## config.mk

```make
export PLATFORM = sky130hd
export DESIGN_NAME = mips16_boot_loader
export DESIGN_NICKNAME = d
export VERILOG_FILES = /design/src/rtl/mips16_boot_loader.sv
export SDC_FILE = /design/constraint.sdc
export NUM_CORES = 1
export LEC_CHECK = 0
export ABC_CLOCK_PERIOD_IN_PS = 4650
export CAP_MARGIN = 40
export CORE_UTILIZATION = 58
export CTS_CLUSTER_SIZE = 40
export DETAILED_ROUTE_END_ITERATION = 16
export MAX_ROUTING_LAYER = met4
export PLACE_DENSITY = 0.81
export SLEW_MARGIN = 20
export SYNTH_ARGS = -nofsm -noshare
export SYNTH_HDL_FRONTEND = slang
export SYNTH_SLANG_ARGS = --single-unit
```

## constraint.sdc

```tcl
create_clock -name clk -period 4.65 [get_ports clk]
set_input_delay 0.93 -clock clk [delete_from_list [all_inputs] [get_ports clk]]
set_output_delay 0.93 -clock clk [all_outputs]
set_load 0.02 [all_outputs]
```

## src/rtl/mips16_boot_loader.sv

```systemverilog
// Boot loader for mips_16: assembles a big-endian word-count-prefixed byte stream
// into 16-bit words, writes them to instruction memory and holds the CPU in reset until done.
module mips16_boot_loader #(
  parameter int ADDR_W      = 8,
  parameter int TIMEOUT_CYC = 1000
) (
  input  logic              clk,
  input  logic              reset,
  input  logic [7:0]        rx_data,
  input  logic              rx_valid,
  output logic              rx_ready,
  input  logic              reload,
  output logic              imem_we,
  output logic [ADDR_W-1:0] imem_addr,
  output logic [15:0]       imem_wdata,
  output logic              cpu_reset,
  output logic              load_done,
  output logic              load_err,
  output logic [ADDR_W:0]   words_loaded
);

  localparam int          IW      = ADDR_W + 1;
  localparam int          TW      = (TIMEOUT_CYC > 2) ? $clog2(TIMEOUT_CYC) : 1;
  localparam logic [16:0] DEPTH_V = 17'(2 ** ADDR_W);
  localparam logic [TW-1:0] IDLE_LAST = TW'(TIMEOUT_CYC - 1);

  typedef enum logic [2:0] {
    CNT_HI  = 3'd0,
    CNT_LO  = 3'd1,
    DATA_HI = 3'd2,
    DATA_LO = 3'd3,
    WR      = 3'd4,
    RUN     = 3'd5,
    ERR     = 3'd6
  } state_t;

  state_t          state;
  logic [7:0]      n_hi;
  logic [7:0]      hi_byte;
  logic [15:0]     n_words;
  logic [IW-1:0]   idx;
  logic [TW-1:0]   idle_cnt;

  logic            rx_state;
  logic            accept;
  logic            timed_out;
  logic [15:0]     n_next;
  logic [IW-1:0]   idx_inc;
  logic            last_word;

  assign rx_state  = (state == CNT_HI) || (state == CNT_LO) ||
                     (state == DATA_HI) || (state == DATA_LO);
  assign rx_ready  = rx_state && !reset;
  assign accept    = rx_valid && rx_ready;
  assign n_next    = {n_hi, rx_data};
  assign idx_inc   = idx + 1'b1;
  assign last_word = (17'(idx_inc) == 17'(n_words));

  // CNT_HI waits forever; only the mid-frame states are watched for stalls.
  assign timed_out = ((state == CNT_LO) || (state == DATA_HI) || (state == DATA_LO)) &&
                     !accept && (idle_cnt == IDLE_LAST);

  always_ff @(posedge clk) begin
    if (reset) begin
      state        <= CNT_HI;
      n_hi         <= 8'd0;
      hi_byte      <= 8'd0;
      n_words      <= 16'd0;
      idx          <= '0;
      idle_cnt     <= '0;
      imem_we      <= 1'b0;
      imem_addr    <= '0;
      imem_wdata   <= 16'd0;
      cpu_reset    <= 1'b1;
      load_done    <= 1'b0;
      load_err     <= 1'b0;
      words_loaded <= '0;
    end else if (reload) begin
      // A byte accepted in this same cycle is dropped on purpose.
      state        <= CNT_HI;
      n_words      <= 16'd0;
      idx          <= '0;
      idle_cnt     <= '0;
      imem_we      <= 1'b0;
      cpu_reset    <= 1'b1;
      load_done    <= 1'b0;
      load_err     <= 1'b0;
      words_loaded <= '0;
    end else begin
      imem_we <= 1'b0;
      case (state)
        CNT_HI: begin
          idle_cnt <= '0;
          if (accept) begin
            n_hi  <= rx_data;
            state <= CNT_LO;
          end
        end

        CNT_LO: begin
          if (accept) begin
            n_words  <= n_next;
            idle_cnt <= '0;
            if (n_next == 16'd0) begin
              state     <= RUN;
              cpu_reset <= 1'b0;
              load_done <= 1'b1;
            end else if (17'(n_next) > DEPTH_V) begin
              state    <= ERR;
              load_err <= 1'b1;
            end else begin
              state <= DATA_HI;
            end
          end else if (timed_out) begin
            state    <= ERR;
            load_err <= 1'b1;
          end else begin
            idle_cnt <= idle_cnt + 1'b1;
          end
        end

        DATA_HI: begin
          if (accept) begin
            hi_byte  <= rx_data;
            idle_cnt <= '0;
            state    <= DATA_LO;
          end else if (timed_out) begin
            state    <= ERR;
            load_err <= 1'b1;
          end else begin
            idle_cnt <= idle_cnt + 1'b1;
          end
        end

        DATA_LO: begin
          if (accept) begin
            imem_wdata <= {hi_byte, rx_data};
            imem_addr  <= idx[ADDR_W-1:0];
            imem_we    <= 1'b1;
            idle_cnt   <= '0;
            state      <= WR;
          end else if (timed_out) begin
            state    <= ERR;
            load_err <= 1'b1;
          end else begin
            idle_cnt <= idle_cnt + 1'b1;
          end
        end

        WR: begin
          idx          <= idx_inc;
          words_loaded <= idx_inc;
          idle_cnt     <= '0;
          if (last_word) begin
            state     <= RUN;
            cpu_reset <= 1'b0;
            load_done <= 1'b1;
          end else begin
            state <= DATA_HI;
          end
        end

        RUN: state <= RUN;

        ERR: state <= ERR;

        default: begin
          state     <= CNT_HI;
          cpu_reset <= 1'b1;
          load_done <= 1'b0;
          load_err  <= 1'b0;
        end
      endcase
    end
  end

endmodule
```

Word-level counts from Yosys, hierarchy flattened
Cells that the tools add are included.
Storage, ports and cells
  register bits: 82
  input bits: 12
  output and inout port bits: 38
  logic and storage cells: 90
Cells by class
  add/subtract/negate cells: 2
  $lt $le $gt $ge: 1
  equality and inequality tests: 16
  multiplexer cells: 27
  bitwise logic cells: 4
  reductions and logical operators: 28
Operator list (number)
  $mux 3: 8
  $pmux 3 s7: 1
  $mux 10: 2
  $pmux 10 s2: 1
  $eq 9x16->1: 1
  $gt 16x9->1 const B: 1
  $logic_not 16->1: 1
  $mux 1: 12
  $add 10x1->10 const B: 1
  $eq 10x10->1 const B: 1
  $add 9x1->9 const B: 1
  $eq 3x3->1 const B: 3
  $pmux 1 s3: 3
  $reduce_and 3->1: 3
  $ne 2x2->1 const B: 4
  $reduce_and 4->1: 2
  $eq 3x2->1 const B: 2
  $ne 3x3->1 const B: 2
  $reduce_or 2->1: 3
  $reduce_or 3->1: 2
  $logic_or 1x1->1: 5
  $reduce_or 5->1: 1
  $logic_and 1x1->1: 4
  $not 1->1: 4
  8 further kinds: 10

Depth between registers and ports, before layout
Gate-level depths: netlist of run 1.
  depth after elaboration: 12
  gate-level depth with buffers: 9
  mapped depth without buffers: 7

Worst setup path after synthesis of run 1
Ideal clock, no wire load.
  path kind: input-to-reg
  from: in reset
  to: reg imem_addr[0]
  data arrival time: 2.662 ns
  required time: 4.580 ns
  path slack: 1.917 ns
  stages on the path: 9
  buffers on the path: 2
  cells stage by stage: clkbuf_1 -> nor2_1 -> nand2_1 -> nor2_2 -> nand3_1 -> inv_2 -> buf_2 -> nand2_1 -> a21oi_1
Between the ends
  cells in the longest elaborated chain, start to end: 4
RTL lines
  start: declaration: line 8  | input logic reset,
  $logic_not 1->1: line 53  | assign rx_ready = rx_state && !reset;
  $logic_and 1x1->1: line 53
  via rx_ready: line 11  | output logic rx_ready,
  $logic_and 1x1->1: line 54  | assign accept = rx_valid && rx_ready;
  $reduce_and 3->1 (no line)
  end signal: assignment: line 138  | imem_addr <= idx[ADDR_W-1:0];
  end: declaration: line 14  | output logic [ADDR_W-1:0] imem_addr,
The timed path passes the listed nets, and every way through them passes these cells.
A chain may end at the register's enable or synchronous reset.

Final worst setup path of run 1
  from: in reset
  to: out rx_ready
Between the ends
  cells in the longest elaborated chain, start to end: 2
RTL lines (line)
  $logic_not 1->1: 53
  $logic_and 1x1->1: 53
  end: declaration: 11
No other way between the ends.

==> results of run 1 <==
## metal layers
| layer | vias to the layer above | GRT usage [%] | routed length (um) |
|---|---|---|---|
| li1 | 1634 | - | - |
| met1 | 1550 | 32.9 | 3560 |
| met2 | 93 | 46.2 | 3900 |
| met4 | 0 | 15.0 | 148 |
| met5 | - | - | 0 |
| met3 | 14 | 4.43 | 343 |
## power by group through the flow
stage / clock network (W) / registers, W / logic (W)
2_1_floorplan: 0 / 0.000724 / 0.0000342
3_3_place_gp: 0 / 0.000726 / 0.0000591
3_5_place_dp: 0 / 0.000726 / 0.0000598
4_1_cts: 0.000522 / 0.000709 / 0.0000601
5_1_grt: 0.000550 / 0.000710 / 0.0000658
6_report: 0.000511 / 0.000709 / 0.0000604
## worst reg2reg max path: stages (launching register included)
cell and delay, ps:
dfxtp_1 530, nor2_2 230, or4_1 710, o31ai_4 480
or3_1 190, xor2_1 150, nor2_1 50
## layout by cell type (no fill, tap or decap), types with 4 or more instances in the layout
| cell | n |
|---|---|
| nor3_1 | 11 |
| nand3_1 | 30 |
| nor2_1 | 28 |
| inv_1 | 5 |
| or3_1 | 7 |
| xor2_1 | 12 |
| o21ai_0 | 7 |
| a21oi_1 | 65 |
| dfxtp_1 | 82 |
| nor4_1 | 4 |
| clkdlybuf4s50_1 | 49 |
| nor2b_1 | 4 |
| clkbuf_8 | 10 |
| buf_4 | 4 |
| xnor2_1 | 12 |
| nand4_1 | 4 |
| nand2_1 | 115 |
## worst min path at each step
stage	end	cells past startpoint
2_1_floorplan	imem_wdata[10]	2
3_3_place_gp	imem_wdata[8]	2
3_5_place_dp	imem_wdata[12]	2
4_1_cts	imem_wdata[12]	2
5_1_grt	imem_addr[3]	2
6_report	imem_wdata[0]	2
## kinds of logic after synthesis
kind of cell             Yosys count
AO/OA/AOI/OAI                     97
adder cells (fa/ha/maj)            2
multiplexers                       1
buffers and inverters             32
flip-flops                        82
AND/OR/NAND/NOR                  219
XOR/XNOR                          24
## state kept, by name (all words and copies together), names as in the netlist, 3 cells and up
signal,cells
imem_wdata,16
idx,9
n_hi,8
idle_cnt,10
n_words,16
imem_addr,8
hi_byte,8
state,3
## synth_stat cells, types with 2 or more instances
master	number
a211oi_1	2
a21oi_1	65
a31oi_1	3
and2_1	3
buf_2	5
clkbuf_1	20
dfxtp_1	82
ha_1	2
inv_1	5
nand2_1	115
nand2b_1	3
nand3_1	30
nand4_1	4
nor2_1	28
nor2_2	2
nor2b_1	4
nor3_1	11
nor4_1	4
o211ai_1	2
o21ai_0	7
o21ai_1	2
o22ai_1	2
o31ai_1	2
or2_2	2
or3_1	7
or4_1	3
xnor2_1	12
xor2_1	12
## final cells by class
class,count,area (um2),share of cell area (%)
repair buffers,54,528,12.4
clock inverters,4,51.3,1.20
multi-input cells,343,1780,41.8
well taps,75,93.8,2.20
inverters,6,22.5,0.528
flip-flops and latches,82,1640,38.5
clock buffers,12,145,3.40
## through the flow
step           utilization [%]  hold WS [ps]
2_1_floorplan                -           432
3_3_place_gp              68.6           441
3_5_place_dp              68.6           446
4_1_cts                   71.9           458
5_1_grt                   72.0           470
6_report                  72.0           455
==> flow_summary.ini, run 1 <==
[floorplan]
num_rows = 28
die_h_um = 80.2
die_area_um2 = 6440
initial_core_util_pct = 60.0
core_area_um2 = 5920
die_w_um = 80.2
io_pins = 50

[timing]
finalCritPeriodShare_pct = 66.5
fin_crit_ps = 3090
slew_viol_final = 0
setup_viol = 0
grt_setup_unrepaired = no
timing.final.ws_setup_ps = 1560
worst_slew_pin_slew_ps = 701
slew_headroom_pct = 53.1
finClkSkew_ps = 6.56
hold_violations = 0
fmax_ghz = 0.323
timing.setup.tns_ps = 0

[synth]
synth_area_um2 = 3550
muxShareOfSynthArea_pct = 0.282
synth_edf_count = 0
synth-adder-area-share_pct = 0.705
synth_seq_cells = 82
ys_warn_count = 0
synth-simple-area-share_pct = 27.4
synth_seq_area_share_pct = 46.2
yosysUniqueCellTypes = 46
synth_top_family_by_area = simple AND/OR/NAND/NOR gates
synthFlopType = dfxtp_1
synth-async-reset-ratio_pct = 0
synthTopCellsByArea = dfxtp_1 46%, nand2_1 12%, a21oi_1 9.2%
syn-num-nets = 471
syn_inst = 457
synth-compound-area-share_pct = 15.9
synth-xor-area-share_pct = 5.92
synth_top_cell_by_area = dfxtp_1
postSynthAreaPerCell_um2 = 7.77
synth_top_area_share_pct = 46.2

[worst_setup_path]
reg2reg_depth = 6
path_common_cell = clkdlybuf4s50_1
critPathBufInv = 2
cp.required_ps = 3720
reg2reg_to = idle_cnt[4]
criticalPathCategory = input pin to output pin
cp.arrival_ps = 2160
cp_slowest_cell = clkdlybuf4s50_1
rrSetupSlack_ps = 2190
r2r_start = state[1]
cp.depth = 3
cpPeakStageDelay_ps = 640
startpoint_type = input pin
cp-startpoint = reset
crit_chain = clkdlybuf4s50_1, nor2_1, clkdlybuf4s50_1
crit_end = rx_ready
path_delay_family = buffers and inverters
endpoint_kind = output pin
path_max_fanout = 3

[route]
drc = 0
firstDrtPassIters = 4
detail-route-antenna-nets = 0
drt_iter0_markers = 197
drt-total-wl_um = 7950
avgViaCountPerCell = 5.71
detail_route.wl_per_cell_um = 13.8
vias = 3291

[power]
powerDensity_nw_per_um2 = 300
sequentialPowerShare_pct = 55.4
irDropWorstVdd_mv = 0.229
pwr-share-comb_pct = 4.7
intPower_w = 0.000989
clockPowerShare_pct = 39.9
switching_power_w = 0.000292
total_power_w = 0.00128
swShare_pct = 22.8
p_leak_nw = 1.39

[placed_design]
place_inst = 559
hpwl_um = 5500
io_buffers = 49
place_area_um2 = 4060
gp_congestion = 0.843
place_ws_ps = 1440

[flow_run]
maxCapViolCount = 0

[cts]
hold_buffers = 0
cts_inserted_buffers = 9
cts_sinks = 82
cts_setup_buffers = 0
path_clk_slew_ps = 80
clock_latency_ps = 350
max-clock-path-buffers = 2
cts-resized-gates = 0
cts_tree = done
root_buffer = clkbuf_8
htree_levels = 3

[final_layout]
synthToLayoutAreaGrowth_pct = 20.1
drive_gt1_share_pct = 5.19
antennaDiodeCount = 0
final_area_um2 = 4270
final_nets = 510
fin_cells = 576
nFillCells = 477

[global_route]
grt_pass1_vias = 2993
grt_max_degree = 45
grtUsageTotal_pct = 28.0
grt_overflow = 0
antenna_found_initial = 0
grt_pass1_wl_um = 13400

[run_status]
status = finished clean

[hold_path]
hp-start = imem_wdata[0]
hp-class = register to register
Power figures use the tool's default switching activity.
==> run 2, diff against run 1 <==
--- a/config.mk
+++ b/config.mk
@@ -5,13 +5,13 @@
 export SDC_FILE = /design/constraint.sdc
 export NUM_CORES = 1
 export LEC_CHECK = 0
-export ABC_CLOCK_PERIOD_IN_PS = 4650
+export ABC_CLOCK_PERIOD_IN_PS = 2650
 export CAP_MARGIN = 40
-export CORE_UTILIZATION = 58
+export CORE_UTILIZATION = 49
 export CTS_CLUSTER_SIZE = 40
 export DETAILED_ROUTE_END_ITERATION = 16
 export MAX_ROUTING_LAYER = met4
-export PLACE_DENSITY = 0.81
+export PLACE_DENSITY = 0.73
 export SLEW_MARGIN = 20
 export SYNTH_ARGS = -nofsm -noshare
 export SYNTH_HDL_FRONTEND = slang
==> constraint.sdc (replaced) <==
create_clock -name clk -period 2.65 [get_ports clk]
set_input_delay 0.53 -clock clk [delete_from_list [all_inputs] [get_ports clk]]
set_output_delay 0.53 -clock clk [all_outputs]
set_load 0.02 [all_outputs]
==> flow_summary.ini, run 2 (synthesized netlist as in run 1, its figures left out) <==
[worst_setup_path]
path_common_cell = clkdlybuf4s50_1
cp_slowest_cell = clkdlybuf4s50_1
cp-startpoint = reset
criticalPathCategory = input pin to output pin
crit_end = rx_ready
path_max_fanout = 4
startpoint_type = input pin
cp.depth = 3
cpPeakStageDelay_ps = 630
reg2reg_to = idle_cnt[4]
cp.required_ps = 2120
crit_chain = clkdlybuf4s50_1, nor2_1, clkdlybuf4s50_1
critPathBufInv = 2
cp.arrival_ps = 1790
endpoint_kind = output pin
rrSetupSlack_ps = 350
reg2reg_depth = 7
path_delay_family = buffers and inverters
r2r_start = idle_cnt[0]

[cts]
cts-resized-gates = 0
max-clock-path-buffers = 2
cts_sinks = 82
htree_levels = 3
cts_setup_buffers = 0
hold_buffers = 0
clock_latency_ps = 360
path_clk_slew_ps = 90
cts_inserted_buffers = 9
root_buffer = clkbuf_8
cts_tree = done

[floorplan]
die_h_um = 87.1
core_area_um2 = 6910
die_w_um = 87.1
initial_core_util_pct = 51.4
io_pins = 50
num_rows = 30
die_area_um2 = 7590

[route]
drt-total-wl_um = 8560
detail-route-antenna-nets = 0
drt_iter0_markers = 189
detail_route.wl_per_cell_um = 14.1
drc = 0
vias = 3323
avgViaCountPerCell = 5.48
firstDrtPassIters = 5

[hold_path]
hp-class = register to register
holdPathStages = 2

[global_route]
grt_pass1_wl_um = 14400
grt_overflow = 0
grtUsageTotal_pct = 25.0
antenna_found_initial = 0
grt_max_degree = 43
grt_pass1_vias = 3069

[final_layout]
final_common_cell = nand2_1
drive_gt1_share_pct = 7.25
layout_common_cells = 115 x nand2_1, 82 x dfxtp_1, 65 x a21oi_1, 49 x clkdlybuf4s50_1, 30 x nand3_1
reg_top3 = imem_wdata x16, n_words x16, idle_cnt x10
final_util_pct = 63.3
synthToLayoutAreaGrowth_pct = 23.1
antennaDiodeCount = 0
final_nets = 519

[power]
total_power_w = 0.00231
p_leak_nw = 1.44
irDropWorstVdd_mv = 0.312
powerDensity_nw_per_um2 = 528

[timing]
setup_viol = 0
fmax_ghz = 0.430
hold_violations = 0
grt_setup_unrepaired = no
finClkSkew_ps = 9.96
holdWs_ps = 456
finalCritPeriodShare_pct = 87.7
slew_headroom_pct = 63.8
timing.setup.tns_ps = 0
fin_crit_ps = 2320
slew_viol_final = 0
worst_slew_pin_slew_ps = 542

[placed_design]
hpwl_um = 6070
gp_congestion = 0.874
io_buffers = 49

[run_status]
status = finished clean

[flow_run]
maxCapViolCount = 0
run 2: tightest hold or removal path, stage by stage, from the launching register on:
cell and delay [ps]:
dfxtp_1 320, nand2_1 50, a21oi_1 50
run 2: per-layer routing:
layer | global-route usage [%] | wire, um
met2 | 39.7 | 4150
met3 | 3.51 | 365
met1 | 31.8 | 3880
met4 | 11.5 | 162
met5 | - | 0
run 2: worst min path at each step:
stage                  from             end  slack, ps
2_1_floorplan    hi_byte[2]  imem_wdata[10]        430
3_3_place_gp     hi_byte[3]  imem_wdata[11]        440
3_5_place_dp   imem_addr[3]    imem_addr[3]        450
4_1_cts        imem_addr[3]    imem_addr[3]        460
5_1_grt        imem_addr[3]    imem_addr[3]        470
6_report       imem_addr[3]    imem_addr[3]        460
run 2: power by group:
part | switching [W] | internal [W] | leakage, nW | total (W)
Sequential | 0.00000709 | 0.00124 | 0.661 | 0.00124
Combinational | 0.0000690 | 0.0000402 | 0.682 | 0.000109
Clock | 0.000501 | 0.000453 | 0.0999 | 0.000955
Total | 0.000578 | 0.00173 | 1.44 | 0.00231
run 2: metrics by stage:
step           area (um2)  worst slack (ps)  cells
6_report             4370               326    606
4_1_cts              4370               323    606
3_5_place_dp         4160               168    590
3_3_place_gp         4160               200    590
5_1_grt              4370               214    606
2_1_floorplan        3550               317    457
run 2: layout make-up:
cell class | count | area (um2)
fill | 636 | 2530
tap | 96 | 120
clock buffer | 9 | 124
multi-input combinational | 343 | 1780
clock inverter | 7 | 85.1
sequential | 82 | 1640
inverter | 6 | 22.5
timing repair buffer | 63 | 596
